[config.mk]
export PLATFORM = sky130hd
export DESIGN_NAME = hashout_arbiter_flat
export DESIGN_NICKNAME = d
export VERILOG_FILES = /design/src/rtl/hashout_arbiter_pkg.sv /design/src/rtl/hashout_arbiter_if.sv /design/src/rtl/hashout_arbiter_rr_arbiter.sv /design/src/rtl/hashout_arbiter.sv /design/src/flat_wrapper.sv
export SDC_FILE = /design/constraint.sdc
export NUM_CORES = 1
export LEC_CHECK = 0
export ABC_CLOCK_PERIOD_IN_PS = 3500
export BUFFER_PORTS_ARGS = -buffer_cell sky130_fd_sc_hd__clkbuf_2
export CORE_AREA = 2 2 513 515
export DETAILED_ROUTE_END_ITERATION = 12
export DIE_AREA = 0 0 515 517
export GPL_ROUTABILITY_DRIVEN = 0
export PLACE_DENSITY = 0.3
export SYNTH_ARGS = -nofsm -noshare
export SYNTH_HDL_FRONTEND = slang
export SYNTH_SLANG_ARGS = --single-unit
[constraint.sdc]
create_clock -name clk -period 3.5 [get_ports clk]
set_clock_uncertainty 0.05 [all_clocks]
set_input_delay 0.35 -clock clk [delete_from_list [all_inputs] [get_ports clk]]
set_output_delay 0.35 -clock clk [all_outputs]
set_load 0.1 [all_outputs]
[src/rtl/hashout_arbiter_pkg.sv]
// Shared miner definitions: arbiter states, beat geometry and small helpers
// used by the hash-out arbiter and its comparator interface.
package hashout_arbiter_pkg;

   localparam int unsigned WORD_W     = 64;
   localparam int unsigned BEATS      = 4;
   localparam int unsigned BEAT_W     = $clog2(BEATS);
   localparam int unsigned HASH_W     = WORD_W * BEATS;
   localparam int unsigned NONCE_W    = 32;
   localparam int unsigned CORE_IDX_W = 3;
   localparam int unsigned LOST_W     = 8;

   typedef enum logic [1:0] {
      ST_IDLE,
      ST_STREAM,
      ST_WAIT_RESULT,
      ST_SAMPLE
   } arb_state_e;

   function automatic logic [LOST_W-1:0] sat_inc(input logic [LOST_W-1:0] v);
      return (&v) ? v : v + LOST_W'(1);
   endfunction

endpackage

[src/rtl/hashout_arbiter_if.sv]
// Beat/result handshake between the hash-out arbiter (master) and the
// shared heavy-hash comparator (slave).
interface hashout_arbiter_if;
   import hashout_arbiter_pkg::*;

   logic              cmp_re;
   logic [WORD_W-1:0] cmp_din;
   logic              cmp_din_we;
   logic              cmp_nonce_re;
   logic              cmp_result;

   modport master (
      input  cmp_re,
      input  cmp_nonce_re,
      input  cmp_result,
      output cmp_din,
      output cmp_din_we
   );

   modport slave (
      output cmp_re,
      output cmp_nonce_re,
      output cmp_result,
      input  cmp_din,
      input  cmp_din_we
   );

endinterface

[src/rtl/hashout_arbiter_rr_arbiter.sv]
// Combinational round-robin picker: first requester found after the
// last-grant pointer, returned as both one-hot and binary index.
module rr_arbiter #(
   parameter int unsigned N     = 4,
   parameter int unsigned IDX_W = (N > 1) ? $clog2(N) : 1
) (
   input  logic [N-1:0]     req_i,
   input  logic [IDX_W-1:0] last_i,
   output logic [N-1:0]     gnt_oh_o,
   output logic [IDX_W-1:0] gnt_idx_o,
   output logic             gnt_valid_o
);

   logic [IDX_W-1:0] cand;

   always_comb begin
      gnt_oh_o    = '0;
      gnt_idx_o   = '0;
      gnt_valid_o = 1'b0;
      cand        = '0;
      // k = N wraps back to last_i itself, so a lone requester can re-win
      for (int unsigned k = 1; k <= N; k++) begin
         cand = IDX_W'((32'(last_i) + k) % N);
         if (!gnt_valid_o && req_i[cand]) begin
            gnt_valid_o    = 1'b1;
            gnt_idx_o      = cand;
            gnt_oh_o[cand] = 1'b1;
         end
      end
   end

endmodule

[src/rtl/hashout_arbiter.sv]
// Shares one heavy-hash comparator among NUM_CORES cores: grants a core,
// streams its hash as four 64-bit beats, then records golden results.
module hashout_arbiter
   import hashout_arbiter_pkg::*;
#(
   parameter int unsigned NUM_CORES = 4
) (
   input  logic                          clk,
   input  logic                          rst,
   input  logic                          start,
   input  logic                          stop,
   input  logic [NUM_CORES-1:0]          core_valid,
   input  logic [NUM_CORES*HASH_W-1:0]   core_hash,
   input  logic [NUM_CORES*NONCE_W-1:0]  core_nonce,
   output logic [NUM_CORES-1:0]          core_pop,
   hashout_arbiter_if.master             cmp,
   output logic                          found,
   output logic [NONCE_W-1:0]            golden_nonce,
   output logic [CORE_IDX_W-1:0]         golden_core,
   input  logic                          found_ack,
   output logic [31:0]                   dispatched,
   output logic [LOST_W-1:0]             lost
);

   localparam int unsigned IDX_W = (NUM_CORES > 1) ? $clog2(NUM_CORES) : 1;

   arb_state_e                state_q, state_d;
   logic [BEAT_W-1:0]         beat_q, beat_d;
   logic [IDX_W-1:0]          grant_q, grant_d;
   logic [NUM_CORES-1:0]      grant_oh_q, grant_oh_d;
   logic [IDX_W-1:0]          last_q, last_d;
   logic [NONCE_W-1:0]        nonce_q, nonce_d;
   logic [NUM_CORES-1:0]      pop_q, pop_d;
   logic [31:0]               disp_q, disp_d;
   logic                      found_q, found_d;
   logic [NONCE_W-1:0]        gnonce_q, gnonce_d;
   logic [CORE_IDX_W-1:0]     gcore_q, gcore_d;
   logic [LOST_W-1:0]         lost_q, lost_d;

   logic [WORD_W-1:0]         word_a  [NUM_CORES][BEATS];
   logic [NONCE_W-1:0]        nonce_a [NUM_CORES];

   logic [NUM_CORES-1:0]      arb_oh;
   logic [IDX_W-1:0]          arb_idx;
   logic                      arb_valid;
   logic                      stream_act;
   logic                      beat_fire;

   for (genvar c = 0; c < NUM_CORES; c++) begin : g_core
      assign nonce_a[c] = core_nonce[c*NONCE_W +: NONCE_W];
      for (genvar b = 0; b < BEATS; b++) begin : g_beat
         assign word_a[c][b] = core_hash[c*HASH_W + b*WORD_W +: WORD_W];
      end
   end

   rr_arbiter #(
      .N     (NUM_CORES),
      .IDX_W (IDX_W)
   ) u_rr (
      .req_i       (core_valid),
      .last_i      (last_q),
      .gnt_oh_o    (arb_oh),
      .gnt_idx_o   (arb_idx),
      .gnt_valid_o (arb_valid)
   );

   // A beat is only accepted when no abort or reset is pending this cycle
   assign stream_act     = (state_q == ST_STREAM) && !rst;
   assign beat_fire      = stream_act && cmp.cmp_re && !stop;
   assign cmp.cmp_din_we = beat_fire;
   assign cmp.cmp_din    = stream_act ? word_a[grant_q][beat_q] : '0;

   always_comb begin
      state_d    = state_q;
      beat_d     = beat_q;
      grant_d    = grant_q;
      grant_oh_d = grant_oh_q;
      last_d     = last_q;
      nonce_d    = nonce_q;
      pop_d      = '0;
      disp_d     = disp_q;
      found_d    = found_ack ? 1'b0 : found_q;
      gnonce_d   = gnonce_q;
      gcore_d    = gcore_q;
      lost_d     = lost_q;

      unique case (state_q)
         ST_IDLE: begin
            if (start && !stop && arb_valid) begin
               grant_d    = arb_idx;
               grant_oh_d = arb_oh;
               beat_d     = '0;
               state_d    = ST_STREAM;
            end
         end
         ST_STREAM: begin
            if (beat_fire) begin
               if (beat_q == BEAT_W'(BEATS - 1)) begin
                  // Pointer advances only on completion so an aborted core is retried first
                  pop_d   = grant_oh_q;
                  nonce_d = nonce_a[grant_q];
                  disp_d  = disp_q + 32'd1;
                  last_d  = grant_q;
                  beat_d  = '0;
                  state_d = ST_WAIT_RESULT;
               end else begin
                  beat_d = beat_q + BEAT_W'(1);
               end
            end
         end
         ST_WAIT_RESULT: begin
            if (cmp.cmp_nonce_re) state_d = ST_SAMPLE;
         end
         ST_SAMPLE: begin
            if (!stop && cmp.cmp_result) begin
               if (!found_q) begin
                  found_d  = 1'b1;
                  gnonce_d = nonce_q;
                  gcore_d  = CORE_IDX_W'(grant_q);
               end else begin
                  lost_d = sat_inc(lost_q);
               end
            end
            state_d = ST_IDLE;
         end
         default: state_d = ST_IDLE;
      endcase

      if (stop) begin
         state_d = ST_IDLE;
         beat_d  = '0;
      end
   end

   always_ff @(posedge clk) begin
      if (rst) begin
         state_q    <= ST_IDLE;
         beat_q     <= '0;
         grant_q    <= '0;
         grant_oh_q <= '0;
         last_q     <= IDX_W'(NUM_CORES - 1);
         nonce_q    <= '0;
         pop_q      <= '0;
         disp_q     <= '0;
         found_q    <= 1'b0;
         gnonce_q   <= '0;
         gcore_q    <= '0;
         lost_q     <= '0;
      end else begin
         state_q    <= state_d;
         beat_q     <= beat_d;
         grant_q    <= grant_d;
         grant_oh_q <= grant_oh_d;
         last_q     <= last_d;
         nonce_q    <= nonce_d;
         pop_q      <= pop_d;
         disp_q     <= disp_d;
         found_q    <= found_d;
         gnonce_q   <= gnonce_d;
         gcore_q    <= gcore_d;
         lost_q     <= lost_d;
      end
   end

   assign core_pop     = pop_q;
   assign found        = found_q;
   assign golden_nonce = gnonce_q;
   assign golden_core  = gcore_q;
   assign dispatched   = disp_q;
   assign lost         = lost_q;

endmodule

[src/flat_wrapper.sv]
// flat-port wrapper written by rule: the top's interface ports become plain ports
module hashout_arbiter_flat import hashout_arbiter_pkg::*;
#(
   parameter int unsigned NUM_CORES = 4
)
  (clk, rst, start, stop, core_valid, core_hash, core_nonce, core_pop, found, golden_nonce, golden_core, found_ack, dispatched, lost, cmp_cmp_re, cmp_cmp_nonce_re, cmp_cmp_result, cmp_cmp_din, cmp_cmp_din_we);
  hashout_arbiter_if cmp_i ();
  input  logic clk;
  input  logic rst;
  input  logic start;
  input  logic stop;
  input  logic [NUM_CORES-1:0] core_valid;
  input  logic [NUM_CORES*HASH_W-1:0] core_hash;
  input  logic [NUM_CORES*NONCE_W-1:0] core_nonce;
  output logic [NUM_CORES-1:0] core_pop;
  output logic found;
  output logic [NONCE_W-1:0] golden_nonce;
  output logic [CORE_IDX_W-1:0] golden_core;
  input  logic found_ack;
  output logic [31:0] dispatched;
  output logic [LOST_W-1:0] lost;
  input wire logic [$bits(cmp_i.cmp_re)-1:0] cmp_cmp_re;
  input wire logic [$bits(cmp_i.cmp_nonce_re)-1:0] cmp_cmp_nonce_re;
  input wire logic [$bits(cmp_i.cmp_result)-1:0] cmp_cmp_result;
  output wire logic [$bits(cmp_i.cmp_din)-1:0] cmp_cmp_din;
  output wire logic [$bits(cmp_i.cmp_din_we)-1:0] cmp_cmp_din_we;
  assign cmp_i.cmp_re = cmp_cmp_re;
  assign cmp_i.cmp_nonce_re = cmp_cmp_nonce_re;
  assign cmp_i.cmp_result = cmp_cmp_result;
  assign cmp_cmp_din = cmp_i.cmp_din;
  assign cmp_cmp_din_we = cmp_i.cmp_din_we;
  hashout_arbiter #(.NUM_CORES(NUM_CORES)) u_core (.clk(clk), .rst(rst), .start(start), .stop(stop), .core_valid(core_valid), .core_hash(core_hash), .core_nonce(core_nonce), .core_pop(core_pop), .cmp(cmp_i), .found(found), .golden_nonce(golden_nonce), .golden_core(golden_core), .found_ack(found_ack), .dispatched(dispatched), .lost(lost));
endmodule
==> metrics.md, run 1 <==
| Metric | Value |
|---|---|
| Die ar. | `266300 um^2` |
| Via count | `18410` |
| Final instance area | `26820 um^2` |
| Placed inst area | `25980 um^2` |
| Worst path max stage delay | `around 520 ps` |
| Final hold vios | `0` |
| Die height | `517 um` |
| Initial DRC count | `between 1000 and 1500` |
| Post-Syn Nets | `2406` |
| Vias in the first global route | `18310` |
| PwrDens | `187.9 nW/um^2` |
| Post-synth top area cell | `mux4_2` |
| Simple-gate share of the synthesized area | `10.58%` |
| DRC viols | `0` |
| Post-DP HPWL | `168500 um` |
| Core area | `approximately 260000 um^2` |
| Warnings, synthesis | `0` |
| Initial antenna violation count | `202` |
| Synth Area in Compound Gates | `7.861%` |
| I/O Pins | `1309` |
| Leakage | `10.09 nW` |
| Worst skew pair latency | `450 ps` |
| Max-slew headroom | `34.55%` |
| CP Data Required Time | `3100 ps` |
| GRT Util Overall | `13.10%` |
| CP Max Fanout | `13` |
| Syn_area_per_cell | `11.36 um^2` |
| Worst hold stages | `3` |
| Register bit count reported by yosys | `123` |
| H-tree depth | `4` |
| First-pass GRT wire length | `219000 um` |
| Initial Util | `5.340%` |
| Reg2reg end | `u_core.grant_oh_q[1]` |
| Minimum clock period | `about 3300 ps` |
| Final setup viols | `0` |
| CP Cell Sequence | `buf_12 > buf_12 > mux4_2 > mux2i_1 > o22ai_1 > buf_12` |
| Maxcap violations | `0` |
| Area share of the largest cell type after synthesis | `46.52%` |
| Nets | `about 3700` |
| ANT nets after route | `0` |
| Synthesized instance count | `1227` |
| Pins Over Slew Limit | `0` |
| Internal reg-to-reg setup slack | `640 ps` |
| Synth Area in Adders | `~1.3%` |
| Hold Path Class | `in -> reg` |
| Largest family of logic cells by synthesized area | `multiplexers` |
| Via density | `around 3.1` |
| Routed len/inst | `30.59 um` |
| Cell Area, Synth | `13940 um^2` |
| Layout area overhead | `92.37%` |
| Post-Route WL | `184400 um` |
| Worst vdd ir | `~0.34 mV` |
| Register area share after synthesis | `about 18%` |
| Outcome | `complete, no violations` |
| Bufs on Longest Clock Path | `2` |
| CP Class | `reg -> out` |
| Final Non-Filler Cells | `6027` |
| Sink Count | `about 120` |
| Worst Setup EP | `cmp_cmp_din[43]` |
| Maximum clock frequency | `around 310 MHz` |
| CP Capture Type | `output pin` |
| Final worst-path cycle share | `92.92%` |
| Reg-to-reg startpoint | `u_core.last_q[1]` |
| CTS buffer count | `17` |
| Unrepaired setup endpoints after global routing | `no` |
| Final Util | `around 10%` |
| Drt first pass iters | `4` |
| R2R cell count | `7` |
| Inst Count DP | `5900` |
| Mux contribution to synthesized area | `56.64%` |
| Post-synth EDFFs | `0` |
| Synth async-reset ratio | `0%` |
| Largest net degree at the start of global routing | `between 80 and 90` |
| Actual slew at the worst max-slew pin | `981.7 ps` |
| Global route overflow | `0` |
| CP max stage cell | `mux2i_1` |
| DIE WIDTH | `515 um` |
| CTS root buf | `clkbuf_16` |
| Layout cells sized above 1 | `68.92%` |
| Synth top area cells | `mux4_2, dfxtp_1, mux2i_1` |
| PortBufs | `1307` |
| Row count | `188` |
| TNS Setup | `0 ps` |
| Yosys cell types | `61` |
| Clk slew on worst S/H paths | `70 ps` |
| TritonCTS clock tree | `yes` |
| Top FF cell, synth | `dfxtp_1` |
| Startpoint class of the critical path | `flip-flop` |
| Most used cell, CP | `buf_12` |
| Critical path startpoint | `u_core.grant_q[0]` |
| Critical Path AT | `2850 ps` |
| XOR/XNOR Fraction of Synth Area | `1.508%` |
## Yosys cell counts, types with 12 or more instances
master	number
nor3_1	12
xor2_1	12
xnor2_1	12
o22ai_1	64
mux4_2	288
mux2i_1	133
buf_2	44
nand3_1	20
nand2_1	158
buf_1	26
clkbuf_1	64
nor2b_1	12
a21oi_1	78
ha_1	15
nor2_1	46
nand4_1	12
dfxtp_1	123
## metal layers
layer | track usage, % | vias to the layer above | wire length, um
li1 | - | 7633 | -
met1 | 13.22 | 8966 | 64500
met2 | 21.14 | 1348 | 84480
met3 | 8.245 | 383 | 25660
met4 | 6.235 | 84 | 9168
met5 | 0 | - | 553
## sequential cells by signal, indices dropped and copies added (netlist names), 4 cells and up
name,flops
u_core.golden_nonce,32
u_core.nonce_q,32
u_core.lost,8
u_core.grant_oh_q,4
u_core.dispatched,32
u_core.core_pop,4
## cell type report
| cell class | count | area, um^2 |
|---|---|---|
| tap | 3420 | 4279 |
| multi-input combinational | 959 | 10890 |
| timing repair buffer | 1391 | 8348 |
| sequential | 123 | 2475 |
| fill | 30320 | 234300 |
| inverter | 9 | 33.78 |
| clock inverter | 12 | 116.4 |
| antenna | 94 | 235.2 |
| clock buffer | 19 | 442.9 |
## what timing repair did
action	in CTS	in global routing
buffers inserted	2	0
hold buffers	0	0
gates resized for setup	1	0
endpoints found under the setup margin	22	0
## logic make-up after synthesis
group | after synthesis
AOI/OAI and AO/OA | 183
xor gates and xnor gates | 24
other | 1
and+or+nand+nor | 308
muxes | 428
adders and majority gates | 15
DFF | 123
buffers and inverters | 145
## critical path, delay by kind of cell (launching register included)
kind            cells  cell delay, ps
flops               1             370
compound gates      1             300
buf+inv             3             640
mux                 2            1030
## worst min-delay path by stage
stage | startpoint | slack, ps | to
final | found_ack | 140 | u_core.found
after global routing | found_ack | 140 | u_core.found
after CTS | found_ack | 100 | u_core.found
after detailed placement | u_core.nonce_q[22] | 390 | u_core.golden_nonce[22]
after global placement | u_core.nonce_q[13] | 390 | u_core.golden_nonce[13]
after floorplan | stop | 370 | u_core.state_q[0]
## per-stage QoR
stage          setup WS [ps]  power [W]  hold slack [ps]
6_report               247.8   0.005040            136.3
5_1_grt                34.34   0.005269            142.0
4_1_cts                39.31   0.005151            99.36
3_5_place_dp           163.2   0.003357            394.7
3_3_place_gp           174.9   0.003354            392.2
2_1_floorplan          176.8   0.002166            368.9
## cells in the final DEF, fill, tap and decap left out, drive strengths merged, types with 3 or more instances in the layout
cell type	n
clkbuf	1261
mux4	288
nand2	159
buf	149
mux2i	133
dfxtp	123
diode	94
a21oi	78
o22ai	64
nor2	46
nand3	20
ha	15
nand4	13
nor2b	12
nor3	12
xor2	12
xnor2	12
inv	12
o21ai	11
and3	9
mux2	7
or3	6
a221oi	6
clkinv	6
nand2b	5
nand3b	4
o21bai	4
a31oi	4
nor4	4
a21o	3
a211o	3
and3b	3
nor3b	3
o211ai	3
## power breakdown
| part | internal, W | switching (W) |
|---|---|---|
| Sequential | 0.00140 | 0.00000668 |
| Combinational | 0.000987 | 0.000912 |
| Clock | 0.000998 | 0.000734 |
No activity file was read; power rests on OpenSTA's default activity.
==> inputs of run 2 (changes only) <==
--- a/config.mk
+++ b/config.mk
@@ -5,11 +5,11 @@
 export SDC_FILE = /design/constraint.sdc
 export NUM_CORES = 1
 export LEC_CHECK = 0
-export ABC_CLOCK_PERIOD_IN_PS = 3500
+export ABC_CLOCK_PERIOD_IN_PS = 4170
 export BUFFER_PORTS_ARGS = -buffer_cell sky130_fd_sc_hd__clkbuf_2
-export CORE_AREA = 2 2 513 515
+export CORE_AREA = 2 2 508 510
 export DETAILED_ROUTE_END_ITERATION = 12
-export DIE_AREA = 0 0 515 517
+export DIE_AREA = 0 0 510 512
 export GPL_ROUTABILITY_DRIVEN = 0
 export PLACE_DENSITY = 0.3
 export SYNTH_ARGS = -nofsm -noshare
==> constraint.sdc (replaced) <==
create_clock -name clk -period 4.17 [get_ports clk]
set_clock_uncertainty 0.05 [all_clocks]
set_input_delay 0.417 -clock clk [delete_from_list [all_inputs] [get_ports clk]]
set_output_delay 0.417 -clock clk [all_outputs]
set_load 0.1 [all_outputs]
==> run 2 against run 1 <==
Compared with the run above: hold slack better by 69 ps; routed wire length is 2.7% higher; highest routed layer unchanged; die area is 1.9% lower; design area is 3.2% lower; critical endpoint is now cmp_cmp_din[14]; sequential cell count stayed put; first-iteration DRC count is 26% higher; final cell count is 0.33% higher; combinational power is 18% lower; sequential share of layout area is 0.31 points higher.
==> metrics.md, run 2 (synthesis results as in run 1) <==
| Metric | Value |
|---|---|
| I/O Pins | `between 1000 and 1500` |
| Vias in the first global route | `around 18000` |
| Core area | `255800 um^2` |
| Post-Route WL | `189400 um` |
| Worst setup margin | `428.3 ps` |
| Via count | `18810` |
| Commonest non-fill, non-tap cell in the layout | `clkbuf_2` |
| Drt first pass iters | `5` |
| Maximum clock frequency | `approximately 270 MHz` |
| Clk slew on worst S/H paths | `70 ps` |
| Row count | `~190` |
| DIE WIDTH | `510 um` |
| Unrepaired setup endpoints after global routing | `no` |
| Multi-input gate area in the final layout | `10890 um^2` |
| Nets | `between 3000 and 4000` |
| Most frequent cells in the layout | `clkbuf_2, mux4_2, nand2_1` |
| Layout cells sized above 1 | `between 60% and 70%` |
| Initial antenna violation count | `roughly 220` |
| CP top delay family | `buffers and inverters` |
| Inst Count DP | `5849` |
| Actual slew at the worst max-slew pin | `1060 ps` |
| Bufs on Longest Clock Path | `2` |
| Place WS | `292.1 ps` |
| Startpoint class of the critical path | `flip-flop` |
| DRC viols | `0` |
| ANT nets after route | `0` |
| CTS root buf | `clkbuf_16` |
| H-tree depth | `4` |
| Final setup viols | `0` |
| Pins Over Slew Limit | `0` |
| Post-CTS setup buffer count | `0` |
| Worst vdd ir | `about 0.21 mV` |
| CP max stage cell | `dfxtp_4` |
| Worst path max stage delay | `720 ps` |
| CP Data Required Time | `about 3700 ps` |
| Worst skew pair latency | `~440 ps` |
| Reg-to-reg startpoint | `u_core.last_q[0]` |
| CP Class | `reg -> out` |
| TritonCTS clock tree | `yes` |
| Critical path startpoint | `u_core.grant_q[0]` |
| Die height | `512 um` |
| First-pass GRT wire length | `225900 um` |
| Post-DP HPWL | `around 170000 um` |
| Outcome | `complete, no violations` |
| Worst Setup EP | `cmp_cmp_din[14]` |
| Max-slew headroom | `29.33%` |
| Final worst-path cycle share | `89.73%` |
| Via density | `approximately 3.1` |
| Critical path buffer and inverter count | `3` |
| CP Cell Sequence | `buf_12 > mux4_2 > mux2i_1 > buf_4 > o22ai_1 > clkbuf_2` |
| PortBufs | `about 1300` |
| Final hold vios | `0` |
| Die ar. | `261100 um^2` |
| Initial Util | `under 10%` |
| Initial DRC count | `1458` |
| PwrDens | `approximately 160 nW/um^2` |
| Hold Path Class | `in -> reg` |
| Routed len/inst | `31.33 um` |
| CTS buffer count | `17` |
| CP Capture Type | `output pin` |
| Global route overflow | `0` |
| CP Max Fanout | `26` |
| Layout area overhead | `86.22%` |
| Final Non-Filler Cells | `6047` |
| Filler cell count | `between 20000 and 30000` |
| Internal reg-to-reg setup slack | `1170 ps` |
| Reg2reg end | `u_core.grant_oh_q[0]` |
| FF/Latch Area | `approximately 2500 um^2` |
| Leakage | `9.798 nW` |
| TNS Setup | `0 ps` |
| Sink Count | `123` |
| GRT Util Overall | `13.80%` |
| Minimum clock period | `3742 ps` |
| Maxcap violations | `0` |
| Stages on the worst setup path | `6` |
| Largest net degree at the start of global routing | `~80` |
| R2R cell count | `7` |
| Critical Path AT | `3270 ps` |
[run 2: worst min path at each step]
stage / startpoint / end / slack [ps] / cells past startpoint
6_report: found_ack / u_core.found / 210 / 3
2_1_floorplan: u_core.nonce_q[10] / u_core.golden_nonce[10] / 380 / 2
4_1_cts: found_ack / u_core.found / 170 / 3
5_1_grt: found_ack / u_core.found / 200 / 3
3_3_place_gp: u_core.nonce_q[27] / u_core.golden_nonce[27] / 390 / 2
3_5_place_dp: u_core.nonce_q[10] / u_core.golden_nonce[10] / 390 / 2
[run 2: per-stage QoR]
| step | cell area, um^2 | utilization [%] | total power (W) | hold WS [ps] |
|---|---|---|---|---|
| after global routing | 25670 | 10.04 | 0.004340 | 201.0 |
| after floorplan | 13950 | - | 0.001818 | 382.2 |
| after global placement | 24990 | 9.769 | 0.002775 | 389.7 |
| after detailed placement | 24990 | 9.769 | 0.002783 | 394.7 |
| final | 25960 | 10.15 | 0.004153 | 205.4 |
| after CTS | 25550 | 9.989 | 0.004245 | 168.4 |
[run 2: area by class of cell]
| class | instances | share of cell area [%] |
|---|---|---|
| multi-input combinational | 959 | 41.96 |
| tap | 3384 | 16.31 |
| clock inverter | 12 | 0.3325 |
| clock buffer | 20 | 1.798 |
| sequential | 123 | 9.533 |
| inverter | 9 | 0.1301 |
| timing repair buffer | 1374 | 28.34 |
| antenna | 166 | 1.600 |
[run 2: per-layer routing]
layer  vias to the layer above  wire, um  global-route usage, %
met1                      9156     66370                  14.39
met3                       356     30390                  9.224
met4                        76      9258                  6.549
met5                         -       494                 0.2222
li1                       7683         -                      -
met2                      1539     82920                  21.17
[run 2: power by group]
part / total [W] / switching [W] / internal [W]
Clock: 0.00142 / 0.000609 / 0.000809
Sequential: 0.00119 / 0.00000813 / 0.00118
Combinational: 0.00155 / 0.000761 / 0.000788
Total: 0.00415 / 0.00138 / 0.00277
[run 2: repair_timing]
action	CTS	global route
hold buffers	0	0
gates resized for setup	1	0
endpoints found under the setup margin	1	0
[run 2: tightest hold or removal path: stages]
cell	delay, ps
clkbuf_2	70
nand2b_1	90
a21oi_1	60
